## src/rtl/branch_seq_ctrl_pkg.sv

```systemverilog
// Shared constants, state encoding and RISC-V immediate extraction for the branch sequencer.
package branch_seq_pkg;

  localparam logic [6:0] OPC_BRANCH = 7'b1100011;
  localparam logic [6:0] OPC_JAL    = 7'b1101111;
  localparam logic [6:0] OPC_JALR   = 7'b1100111;

  typedef enum logic [2:0] {
    ST_IDLE     = 3'd0,
    ST_EVAL     = 3'd1,
    ST_DECIDE   = 3'd2,
    ST_REDIRECT = 3'd3,
    ST_FLUSH    = 3'd4
  } state_e;

  function automatic logic [31:0] imm_i(input logic [31:0] instr);
    return {{20{instr[31]}}, instr[31:20]};
  endfunction

  function automatic logic [31:0] imm_b(input logic [31:0] instr);
    return {{19{instr[31]}}, instr[31], instr[7], instr[30:25], instr[11:8], 1'b0};
  endfunction

  function automatic logic [31:0] imm_j(input logic [31:0] instr);
    return {{11{instr[31]}}, instr[31], instr[19:12], instr[20], instr[30:21], 1'b0};
  endfunction

endpackage

```

## src/rtl/branch_seq_ctrl_if.sv

```systemverilog
// Issue, branch-unit, redirect and link signals of the branch sequencer.
// slave = controller view, master = surrounding pipeline view.
interface branch_seq_ctrl_if #(parameter int PC_W = 32);

  logic            issue_valid;
  logic            issue_ready;
  logic [31:0]     issue_instr;
  logic [PC_W-1:0] issue_pc;
  logic [31:0]     issue_rs1;
  logic [31:0]     issue_rs2;

  logic [31:0]     bu_instr;
  logic [31:0]     bu_a;
  logic [31:0]     bu_b;
  logic            bu_br;

  logic            redir_valid;
  logic            redir_ready;
  logic [PC_W-1:0] redir_pc;

  logic            flush;
  logic            link_valid;
  logic [4:0]      link_rd;
  logic [PC_W-1:0] link_data;
  logic            busy;

  modport slave (
    input  issue_valid, issue_instr, issue_pc, issue_rs1, issue_rs2, bu_br, redir_ready,
    output issue_ready, bu_instr, bu_a, bu_b, redir_valid, redir_pc,
           flush, link_valid, link_rd, link_data, busy
  );

  modport master (
    output issue_valid, issue_instr, issue_pc, issue_rs1, issue_rs2, bu_br, redir_ready,
    input  issue_ready, bu_instr, bu_a, bu_b, redir_valid, redir_pc,
           flush, link_valid, link_rd, link_data, busy
  );

endinterface

```

## src/rtl/branch_seq_ctrl_target_gen.sv

```systemverilog
// Combinational branch/jump target and link (pc+4) computation from the held instruction.
module branch_target_gen
  import branch_seq_pkg::*;
#(
  parameter int PC_W = 32
) (
  input  logic [31:0]     instr,
  input  logic [PC_W-1:0] pc,
  input  logic [31:0]     rs1,
  output logic [PC_W-1:0] target,
  output logic [PC_W-1:0] link_data
);

  logic [31:0] jalr_sum;

  always_comb begin
    jalr_sum  = rs1 + imm_i(instr);
    link_data = pc + PC_W'(4);
    target    = pc + PC_W'($signed(imm_b(instr)));
    case (instr[6:0])
      OPC_JAL:  target = pc + PC_W'($signed(imm_j(instr)));
      OPC_JALR: target = PC_W'({jalr_sum[31:1], 1'b0});
      default:  target = pc + PC_W'($signed(imm_b(instr)));
    endcase
  end

endmodule

```

## src/rtl/branch_seq_ctrl.sv

```systemverilog
// Branch sequencer: drives the branch unit, resolves taken/not-taken, redirects fetch and flushes.
// Optional BRANCH_MISALIGN_TRAP_EN adds misalign_trap and blocks misaligned taken targets.
module branch_seq_ctrl
  import branch_seq_pkg::*;
#(
  parameter int FLUSH_CYCLES = 2,
  parameter int PC_W         = 32
) (
  input logic clk,
  input logic rst,
  branch_seq_ctrl_if.slave bus
`ifdef BRANCH_MISALIGN_TRAP_EN
  ,
  output logic misalign_trap
`endif
);

  localparam int CNT_W = (FLUSH_CYCLES > 0) ? $clog2(FLUSH_CYCLES + 1) : 1;

  localparam logic [2:0] S_IDLE     = ST_IDLE;
  localparam logic [2:0] S_EVAL     = ST_EVAL;
  localparam logic [2:0] S_DECIDE   = ST_DECIDE;
  localparam logic [2:0] S_REDIRECT = ST_REDIRECT;
  localparam logic [2:0] S_FLUSH    = ST_FLUSH;

  logic [2:0]      state;
  logic [31:0]     h_instr;
  logic [31:0]     h_rs1;
  logic [31:0]     h_rs2;
  logic [PC_W-1:0] h_pc;
  logic [PC_W-1:0] target;
  logic [PC_W-1:0] link_pc;
  logic [PC_W-1:0] redir_pc_q;
  logic [CNT_W-1:0] flush_cnt;
  logic            is_jump;
  logic            trap;
  logic            eval;
  logic            link_fire;

  branch_target_gen #(.PC_W(PC_W)) u_target_gen (
    .instr     (h_instr),
    .pc        (h_pc),
    .rs1       (h_rs1),
    .target    (target),
    .link_data (link_pc)
  );

  assign is_jump = (h_instr[6:0] == OPC_JAL) || (h_instr[6:0] == OPC_JALR);

`ifdef BRANCH_MISALIGN_TRAP_EN
  assign trap          = (state == S_DECIDE) && bus.bu_br && (target[1:0] != 2'b00);
  assign misalign_trap = !rst && trap;
`else
  assign trap = 1'b0;
`endif

  always_ff @(posedge clk) begin
    if (rst) begin
      state      <= S_IDLE;
      h_instr    <= '0;
      h_rs1      <= '0;
      h_rs2      <= '0;
      h_pc       <= '0;
      redir_pc_q <= '0;
      flush_cnt  <= '0;
    end else begin
      case (state)
        S_IDLE: begin
          if (bus.issue_valid) begin
            h_instr <= bus.issue_instr;
            h_pc    <= bus.issue_pc;
            h_rs1   <= bus.issue_rs1;
            h_rs2   <= bus.issue_rs2;
            state   <= S_EVAL;
          end
        end
        S_EVAL: state <= S_DECIDE;
        S_DECIDE: begin
          if (bus.bu_br && !trap) begin
            redir_pc_q <= target;
            state      <= S_REDIRECT;
          end else begin
            state <= S_IDLE;
          end
        end
        S_REDIRECT: begin
          if (bus.redir_ready) begin
            if (FLUSH_CYCLES > 0) begin
              flush_cnt <= CNT_W'(FLUSH_CYCLES);
              state     <= S_FLUSH;
            end else begin
              state <= S_IDLE;
            end
          end
        end
        S_FLUSH: begin
          flush_cnt <= flush_cnt - CNT_W'(1);
          if (flush_cnt == CNT_W'(1)) state <= S_IDLE;
        end
        default: state <= S_IDLE;
      endcase
    end
  end

  // Outputs are gated by rst so they read zero during reset, not only after it.
  assign eval      = !rst && (state == S_EVAL);
  assign link_fire = !rst && (state == S_DECIDE) && is_jump && (h_instr[11:7] != 5'd0) && !trap;

  assign bus.issue_ready = !rst && (state == S_IDLE);
  assign bus.bu_instr    = eval ? h_instr : '0;
  assign bus.bu_a        = eval ? h_rs1 : '0;
  assign bus.bu_b        = eval ? h_rs2 : '0;
  assign bus.redir_valid = !rst && (state == S_REDIRECT);
  assign bus.redir_pc    = rst ? '0 : redir_pc_q;
  assign bus.flush       = !rst && (state == S_FLUSH);
  assign bus.busy        = !rst && (state != S_IDLE);
  assign bus.link_valid  = link_fire;
  assign bus.link_rd     = link_fire ? h_instr[11:7] : '0;
  assign bus.link_data   = link_fire ? link_pc : '0;

endmodule

```

## src/flat_wrapper.sv

```systemverilog
// flat-port wrapper written by rule: the top's interface ports become plain ports
module branch_seq_ctrl_flat import branch_seq_pkg::*;
#(
  parameter int FLUSH_CYCLES = 2,
  parameter int PC_W         = 32
)
  (clk, rst, bus_issue_valid, bus_issue_instr, bus_issue_pc, bus_issue_rs1, bus_issue_rs2, bus_bu_br, bus_redir_ready, bus_issue_ready, bus_bu_instr, bus_bu_a, bus_bu_b, bus_redir_valid, bus_redir_pc, bus_flush, bus_link_valid, bus_link_rd, bus_link_data, bus_busy);
  branch_seq_ctrl_if #(.PC_W(PC_W)) bus_i ();
  input logic clk;
  input logic rst;
  input wire logic [$bits(bus_i.issue_valid)-1:0] bus_issue_valid;
  input wire logic [$bits(bus_i.issue_instr)-1:0] bus_issue_instr;
  input wire logic [$bits(bus_i.issue_pc)-1:0] bus_issue_pc;
  input wire logic [$bits(bus_i.issue_rs1)-1:0] bus_issue_rs1;
  input wire logic [$bits(bus_i.issue_rs2)-1:0] bus_issue_rs2;
  input wire logic [$bits(bus_i.bu_br)-1:0] bus_bu_br;
  input wire logic [$bits(bus_i.redir_ready)-1:0] bus_redir_ready;
  output wire logic [$bits(bus_i.issue_ready)-1:0] bus_issue_ready;
  output wire logic [$bits(bus_i.bu_instr)-1:0] bus_bu_instr;
  output wire logic [$bits(bus_i.bu_a)-1:0] bus_bu_a;
  output wire logic [$bits(bus_i.bu_b)-1:0] bus_bu_b;
  output wire logic [$bits(bus_i.redir_valid)-1:0] bus_redir_valid;
  output wire logic [$bits(bus_i.redir_pc)-1:0] bus_redir_pc;
  output wire logic [$bits(bus_i.flush)-1:0] bus_flush;
  output wire logic [$bits(bus_i.link_valid)-1:0] bus_link_valid;
  output wire logic [$bits(bus_i.link_rd)-1:0] bus_link_rd;
  output wire logic [$bits(bus_i.link_data)-1:0] bus_link_data;
  output wire logic [$bits(bus_i.busy)-1:0] bus_busy;
  assign bus_i.issue_valid = bus_issue_valid;
  assign bus_i.issue_instr = bus_issue_instr;
  assign bus_i.issue_pc = bus_issue_pc;
  assign bus_i.issue_rs1 = bus_issue_rs1;
  assign bus_i.issue_rs2 = bus_issue_rs2;
  assign bus_i.bu_br = bus_bu_br;
  assign bus_i.redir_ready = bus_redir_ready;
  assign bus_issue_ready = bus_i.issue_ready;
  assign bus_bu_instr = bus_i.bu_instr;
  assign bus_bu_a = bus_i.bu_a;
  assign bus_bu_b = bus_i.bu_b;
  assign bus_redir_valid = bus_i.redir_valid;
  assign bus_redir_pc = bus_i.redir_pc;
  assign bus_flush = bus_i.flush;
  assign bus_link_valid = bus_i.link_valid;
  assign bus_link_rd = bus_i.link_rd;
  assign bus_link_data = bus_i.link_data;
  assign bus_busy = bus_i.busy;
  branch_seq_ctrl #(.FLUSH_CYCLES(FLUSH_CYCLES), .PC_W(PC_W)) u_core (.clk(clk), .rst(rst), .bus(bus_i));
endmodule
```

## config.mk

```make
export PLATFORM = sky130hd
export DESIGN_NAME = branch_seq_ctrl_flat
export DESIGN_NICKNAME = d
export VERILOG_FILES = /design/src/rtl/branch_seq_ctrl_pkg.sv /design/src/rtl/branch_seq_ctrl_if.sv /design/src/rtl/branch_seq_ctrl_target_gen.sv /design/src/rtl/branch_seq_ctrl.sv /design/src/flat_wrapper.sv
export SDC_FILE = /design/constraint.sdc
export NUM_CORES = 1
export LEC_CHECK = 0
export CORE_UTILIZATION = 40
export CTS_CLUSTER_SIZE = 20
export DETAILED_ROUTE_END_ITERATION = 10
export GPL_TIMING_DRIVEN = 1
export PLACE_DENSITY = 0.76
export SLEW_MARGIN = 15
export SYNTH_ARGS = -nofsm -noshare
export SYNTH_HDL_FRONTEND = slang
export SYNTH_SLANG_ARGS = --single-unit
```

## constraint.sdc

```tcl
create_clock -name clk -period 8.8 [get_ports clk]
set_clock_uncertainty 0.15 [all_clocks]
set_input_delay 1.32 -clock clk [delete_from_list [all_inputs] [get_ports clk]]
set_output_delay 1.32 -clock clk [all_outputs]
set_load 0.1 [all_outputs]
```

# Yosys cells after proc, flatten, opt, wreduce, memory -nomap -nowiden
# Index checks and enable logic that the tools add are counted.
# totals
regBits	165
inputBits	133
# classes
addsub	5
n_eq_ne	10
n_mux	14
n_reduce_logical	18
# op_table
operator	n
32-bit two-way mux	5
32-bit adder	3
32-bit case mux with 2 select lines	1
32-bit by 3-bit adder with 32-bit output (second input constant)	1
3-bit case mux with 5 select lines	1
7-bit equality test (second input constant)	2
3-bit two-way mux	3
1-bit logical AND	8
3-bit by 2-bit equality test with 1-bit output (second input constant)	2
2-bit AND reduction	3
5-bit two-way mux	1
5-bit nonzero test	1
2-bit two-way mux	2
2-bit inequality test (second input constant)	2
2-bit case mux with 2 select lines	1
3-bit by 1-bit equality test with 1-bit output (second input constant)	1
3-bit equality test (second input constant)	1
3-bit zero test	1
3-bit AND reduction	1
3-bit nonzero test	1
2-bit by 1-bit equality test with 1-bit output (second input constant)	1
2-bit by 1-bit inequality test with 1-bit output (second input constant)	1
2-bit nonzero test	1
2-bit by 1-bit subtractor with 2-bit output (second input constant)	1
other kinds (2)	2

# Longest topological paths before layout
# Gate-level depths: netlist of the first run.
# depth
word_depth	5
mapped_depth	16
ltp_nobuf	16

# Cells and area by module
# From an unflattened synthesis of the first run, not the netlist that was laid out.
# hier_totals
hier_cells	1537
hier_area_um2	11453.5
# by_module_without_submodules
module	instances	cells_each	area_each_um2	seq_area_each_um2
branch_seq_ctrl	1	932	7294.5	3303.2
branch_target_gen	1	605	4159.0	0.0

# Worst setup path before layout of the first run
# OpenSTA, ideal clock, no wires.
# synth_timing
path_kind	in2out
from	input rst
to	output bus_bu_instr[21]
arrival_time_ns	4.765
required_time_ns	7.330
path_slack_ns	2.565
stages	4
n_path_buf	3
cell_sequence	clkbuf_1 -> clkbuf_1 -> buf_1 -> nor4_1
# synth_via
elab_chain_len	3
# synth_lines
element	line	rtl
start: declaration	flat_wrapper.sv:10	input logic rst;
1-bit zero test	branch_seq_ctrl.sv:106	assign eval = !rst && (state == S_EVAL);
1-bit logical AND	branch_seq_ctrl.sv:106	
32-bit two-way mux	branch_seq_ctrl.sv:110	assign bus.bu_instr = eval ? h_instr : '0;
end: declaration	flat_wrapper.sv:19	output wire logic [$bits(bus_i.bu_instr)-1:0] bus_bu_instr;
# No other way between the ends.

# Final worst setup path of the first run
# layout_timing
from	input rst
to	output bus_link_data[1]
# layout_via
elab_chain_len	5
# layout_lines
element	line	rtl
1-bit zero test	branch_seq_ctrl.sv:107	assign link_fire = !rst && (state == S_DECIDE) && is_jump && (h_instr[11:7] != 5'd0) && !trap;
1-bit logical AND (3 in series)	branch_seq_ctrl.sv:107	
32-bit two-way mux	branch_seq_ctrl.sv:119	assign bus.link_data = link_fire ? link_pc : '0;
end: declaration	flat_wrapper.sv:27	output wire logic [$bits(bus_i.link_data)-1:0] bus_link_data;
# No other way between the ends.

==> impl_metrics.ini, run 1 <==
[sta]
drv_slew = 0
clock.fmax_ghz = 0.1650
tns_ns = 0
hold_viol = 0
max-slew-margin-rel = 0.2798
fin_crit_sh = 0.6888
rsz0062_at_grt = no
setup-violations-final = 0
worst_pin_slew_ns = 1.077
period_needed_ns = 6.061

[drt]
via_per_inst = 5.444
dr.pass1.iters = 8
antenna_left = 0
wl_per_cell_um = 16.98
drtIter0Drc = 717
num_vias = 11280
drt-total-wl_um = 35170
drc = 13

[final_layout]
nNetsFinal = 1924
area_growth_pct = 35.57
antenna_cells = 0
drive_gt1_frac = 0.03915
final_area_um2 = 14590

[clock_network]
cts_resized = 0
worstSkewPairLatency_ns = 0.45
cts_tree = yes
cts_buffer_depth = 2
cts.sinks = 165
cts_root_buffer = clkbuf_16
cts_buffers = 17
h-tree-depth = 4
hold_buffers = 0
clk_pin_slew_ns = 0.08
post_cts_buffers = 0

[floorplan]
die_y_um = 166.0
core_area_um2 = 26210
num_io_pins = 303
start_util = 0.4106
fp.dieW_um = 166.0
row_count = 59
dieArea_um2 = 27560

[yosys]
yosysSeqAreaShare = 0.3069
synth_cell_type_count = 68
synth_edf_count = 0
syn_nets = 1681
ys.flop_type = dfxtp_1
syn-cell-area_um2 = 10760
synth.avg_cell_area_um2 = 7.266
ys_ff_latch = 165
synth_cells = 1481
async_flop_share = 0
synth_warnings = 0

[global_routing]
track_usage = 0.2498
grt_overflow_total = 0
grt_pass1_wl_um = 55320
antenna_found_initial = 0
grt_pass1_vias = 10660
grt_max_degree = 114

[critical_path]
required_ns = 7.33
cp_max_fo = 113
criticalPathCategory = input port to output port
start_kind = input port
cp.arrival_ns = 4.59
endpoint_kind = output port

[hold_path]
worstHoldPathType = flop to flop

[pwr]
finalPower_mw = 2.095
combPwrFrac = 0.227
switching_share = 0.3497
internal_power_mw = 1.362
pwr-share-seq = 0.405
vdd_drop_max_uv = 114.9
leakage_nw = 5.811
p_sw_mw = 0.7328
pwr-share-clk = 0.368
p_per_area_nw_per_um2 = 143.6

[run_status]
status = complete, but fails checks
violations = DRC

[place]
placed_cell_area_um2 = 13980
port_buffers = 302
place_congestion = 0.9561
dpl.hpwl_um = 25650

[flow_run]
cap_violations = 0
flip-flops by register name (all words and copies together), names as in the netlist:
name and count:
u_core.h_instr 32, u_core.h_pc 32, u_core.h_rs1 32, u_core.h_rs2 32
u_core.redir_pc_q 32, u_core.state 3, u_core.flush_cnt 2
area by class of cell:
cell class | count | area, µm²
clock buffer | 17 | 425.4
clock inverter | 15 | 182.7
fill | 2454 | 11620
inverter | 13 | 48.80
multi-input combinational | 1214 | 7103
sequential | 165 | 3303
tap | 335 | 419.2
timing repair buffer | 313 | 3107
cells by family (layout without fill, tap and decap cells):
kind of cell / after synthesis / in the layout / share of synthesized area
compound gates: 391 / 391 / 0.2199
fa+ha+maj: 67 / 67 / 0.07929
mux: 3 / 3 / 0.002790
buf+inv: 102 / 358 / 0.03581
flops: 165 / 165 / 0.3069
simple gates: 675 / 675 / 0.2918
xor+xnor: 78 / 78 / 0.06348
worst paths after layout:
path	startpoint	to	slack (ns)	depth (start not counted)
worst min-delay path	u_core.h_rs2[20]	u_core.h_rs2[20]	0.30	2
worst max-delay path	rst	bus_link_data[1]	2.74	8
worst max register to register	u_core.h_instr[5]	u_core.redir_pc_q[30]	4.66	15
worst min register to register	u_core.h_rs2[20]	u_core.h_rs2[20]	0.30	2
synth_stat cells, types with 19 or more instances:
cell        n  area (µm²)
nand2_1   338        1269
a21oi_1   205        1026
dfxtp_1   165        3303
and2_1    108       675.7
nor2_1     84       315.3
clkbuf_1   83       311.6
ha_1       65       813.3
o21ai_0    53       265.3
xor2_1     45       394.1
nor2b_1    39       244.0
a21o_1     35       262.8
xnor2_1    33       289.0
nand3_1    31       155.2
nor3_1     19       95.09
worst max-delay path: stages:
cell             delay [ns]
buf_6                  0.61
inv_1                  0.51
and4_1                 0.43
o21ai_2                0.08
buf_4                  0.30
inv_1                  0.13
and2_1                 0.18
clkdlybuf4s50_1        0.96
cells in the final DEF (no fill, tap or decap), types with 10 or more instances in the layout:
cell	n
a211oi_1	17
a21o_1	35
a21oi_1	205
and2_1	108
buf_4	11
clkbuf_16	17
clkdlybuf4s50_1	301
dfxtp_1	165
ha_1	65
inv_1	13
nand2_1	338
nand2b_1	12
nand3_1	31
nand4_1	11
nor2_1	84
nor2b_1	39
nor3_1	16
o21a_1	10
o21ai_0	52
xnor2_1	33
xor2_1	45
per-layer routing:
layer / wire [µm] / GRT usage
met1: 15000 / 0.3079
met2: 17250 / 0.4333
met3: 2359 / 0.05791
met4: 565 / 0.06989
met5: 0 / 0
power groups by stage:
stage	clock (mW)	sequential (mW)	combinational, mW
2_1_floorplan	0	0.842	0.330
6_report	0.770	0.849	0.476
4_1_cts	0.786	0.849	0.476
3_3_place_gp	0	0.866	0.466
5_1_grt	0.819	0.856	0.519
3_5_place_dp	0	0.867	0.473
per-stage QoR:
| stage | instances | hold slack [ns] | setup WS (ns) | util |
|---|---|---|---|---|
| 2_1_floorplan | 1481 | 0.2817 | 2.565 | - |
| 3_3_place_gp | 2040 | 0.2871 | 2.859 | 0.5335 |
| 3_5_place_dp | 2040 | 0.2933 | 2.774 | 0.5335 |
| 4_1_cts | 2072 | 0.3043 | 2.771 | 0.5567 |
| 5_1_grt | 2072 | 0.3210 | 2.567 | 0.5567 |
| 6_report | 2072 | 0.3017 | 2.739 | 0.5567 |
No activity file was read; power rests on OpenSTA's default activity.
==> run 2, diff against run 1 <==
- clock period: 8.8 -> 5.8 ns (I/O delays scaled with it)
==> run 2 against run 1 <==
Net effect:
- the run still ends with DRC left
- global-route usage grew 0.34 points
- combinational power grew 51%
- cell area shrank 2.3%
- non-clock buffer count grew 1
- die area is the same
- sequential share of layout area grew 0.52 points
- worst hold slack gained 0.00090 ns
- first-iteration DRC count shrank 3.8%
- highest routed layer unchanged
- wire length grew 0.24%
- count of clock-buffer cells in the layout grew 2
- core utilization shrank 1.3 points
- register-to-register slack lost 2.7 ns
==> impl_metrics.ini, run 2 (same netlist as run 1, synthesis figures left out) <==
[run_status]
status = complete, but fails checks
violations = DRC

[floorplan]
core_area_um2 = 26210
fp.dieW_um = 166.0
start_util = 0.4106
dieArea_um2 = 27560
num_io_pins = 303
die_y_um = 166.0
row_count = 59

[drt]
drt-total-wl_um = 35260
drtIter0Drc = 690
drc = 26
antenna_left = 0
dr.pass1.iters = 8
num_vias = 11180
via_per_inst = 5.388
wl_per_cell_um = 17.00

[pwr]
p_per_area_nw_per_um2 = 221.2
vdd_drop_max_uv = 165.6
finalPower_mw = 3.154
leakage_nw = 6.081

[hold_path]
worstHoldPathType = flop to flop
hold-path-cell-count = 2

[place]
dpl.hpwl_um = 25930
place_congestion = 0.9189
port_buffers = 302
placed_cell_area_um2 = 13670

[critical_path]
cp_max_fo = 8
slowest_delay_ns = 0.48
required_ns = 4.78
criticalPathCategory = flop to output port
path_cells = and4_1 > and3_1 > nand3_1 > nor3_1 > nand4_1 > or3_1 > a21oi_1 > buf_4
start_kind = flop
reg2regPathDepth = 15
cp.arrival_ns = 3.04
endpoint_kind = output port
worst_path_max_delay_cell = dfxtp_1

[clock_network]
cts_resized = 0
cts.sinks = 165
cts_tree = yes
hold_buffers = 0
worstSkewPairLatency_ns = 0.44
cts_root_buffer = clkbuf_16
h-tree-depth = 4
cts_buffer_depth = 2
cts_buffers = 17
post_cts_buffers = 0
clk_pin_slew_ns = 0.08

[global_routing]
grt_max_degree = 118
grt_pass1_vias = 10820
track_usage = 0.2533
grt_overflow_total = 0
antenna_found_initial = 1
grt_pass1_wl_um = 56300

[sta]
tns_ns = 0
hold_viol = 0
max-slew-margin-rel = 0.2918
clock.fmax_ghz = 0.2465
rsz0062_at_grt = no
worst_pin_slew_ns = 1.059
setup-violations-final = 0
fin_crit_sh = 0.6993
period_needed_ns = 4.056
drv_slew = 0

[flow_run]
cap_violations = 0

[final_layout]
final_cell_mix = nand2_1, a21oi_1, clkdlybuf4s50_1
area_growth_pct = 32.50
final_area_um2 = 14260
final_common_cell = nand2_1
nFillCells = 2511
nNetsFinal = 1925
drive_gt1_frac = 0.1151
run 2: changes by cell type in the layout (fill, tap and decap cells not counted), moves of 2 or more:
| cell | previous run | this run |
|---|---|---|
| clkdlybuf4s50_1 | 301 | 169 |
| clkinv_8 | 6 | 1 |
| inv_8 | 4 | 6 |
| buf_4 | 11 | 143 |
run 2: cell type report:
class	count	area (µm²)	share of cell area
multi-input combinational	1214	7111	0.4987
sequential	165	3303	0.2317
clock buffer	19	442.9	0.03106
clock inverter	13	135.1	0.009477
inverter	13	48.80	0.003422
antenna	1	2.502	0.0001755
tap	335	419.2	0.02940
timing repair buffer	314	2796	0.1961
run 2: critical path, delay by kind of cell, from the launching register on:
kind | cells | cell delay [ns]
and+or+nand+nor | 6 | 1.56
DFF | 1 | 0.48
buffers and inverters | 1 | 0.33
AOI/OAI and AO/OA | 1 | 0.23
run 2: metrics by stage:
step                setup slack (ns)    util  hold slack (ns)  std cells
floorplan                     0.4648       -           0.2817       1481
global placement               1.852  0.5217           0.2868       2041
detailed placement             1.809  0.5217           0.2923       2041
global route                   1.498  0.5440           0.3281       2073
CTS                            1.727  0.5437           0.3034       2073
finish                         1.744  0.5441           0.3026       2074
run 2: per-layer routing:
layer / GRT usage / share of wire / vias up
li1: - / - / 5580
met1: 0.3135 / 0.43 / 5254
met2: 0.4502 / 0.49 / 313
met3: 0.05243 / 0.064 / 28
met4: 0.05323 / 0.011 / 0
met5: 0 / 0 / -
run 2: path summary, 6_finish.rpt:
check                          endpoint               from  slack (ns)
setup / recovery      bus_link_data[24]     u_core.h_pc[9]        1.74
setup reg to reg  u_core.redir_pc_q[30]  u_core.h_instr[4]        1.95
hold / removal          u_core.h_rs2[2]    u_core.h_rs2[2]        0.30
hold reg to reg         u_core.h_rs2[2]    u_core.h_rs2[2]        0.30
run 2: power by group:
part / switching (mW) / leakage [nW] / internal (mW)
Combinational: 0.444 / 4.45 / 0.277
Sequential: 0.0861 / 1.35 / 1.21
Clock: 0.555 / 0.283 / 0.587
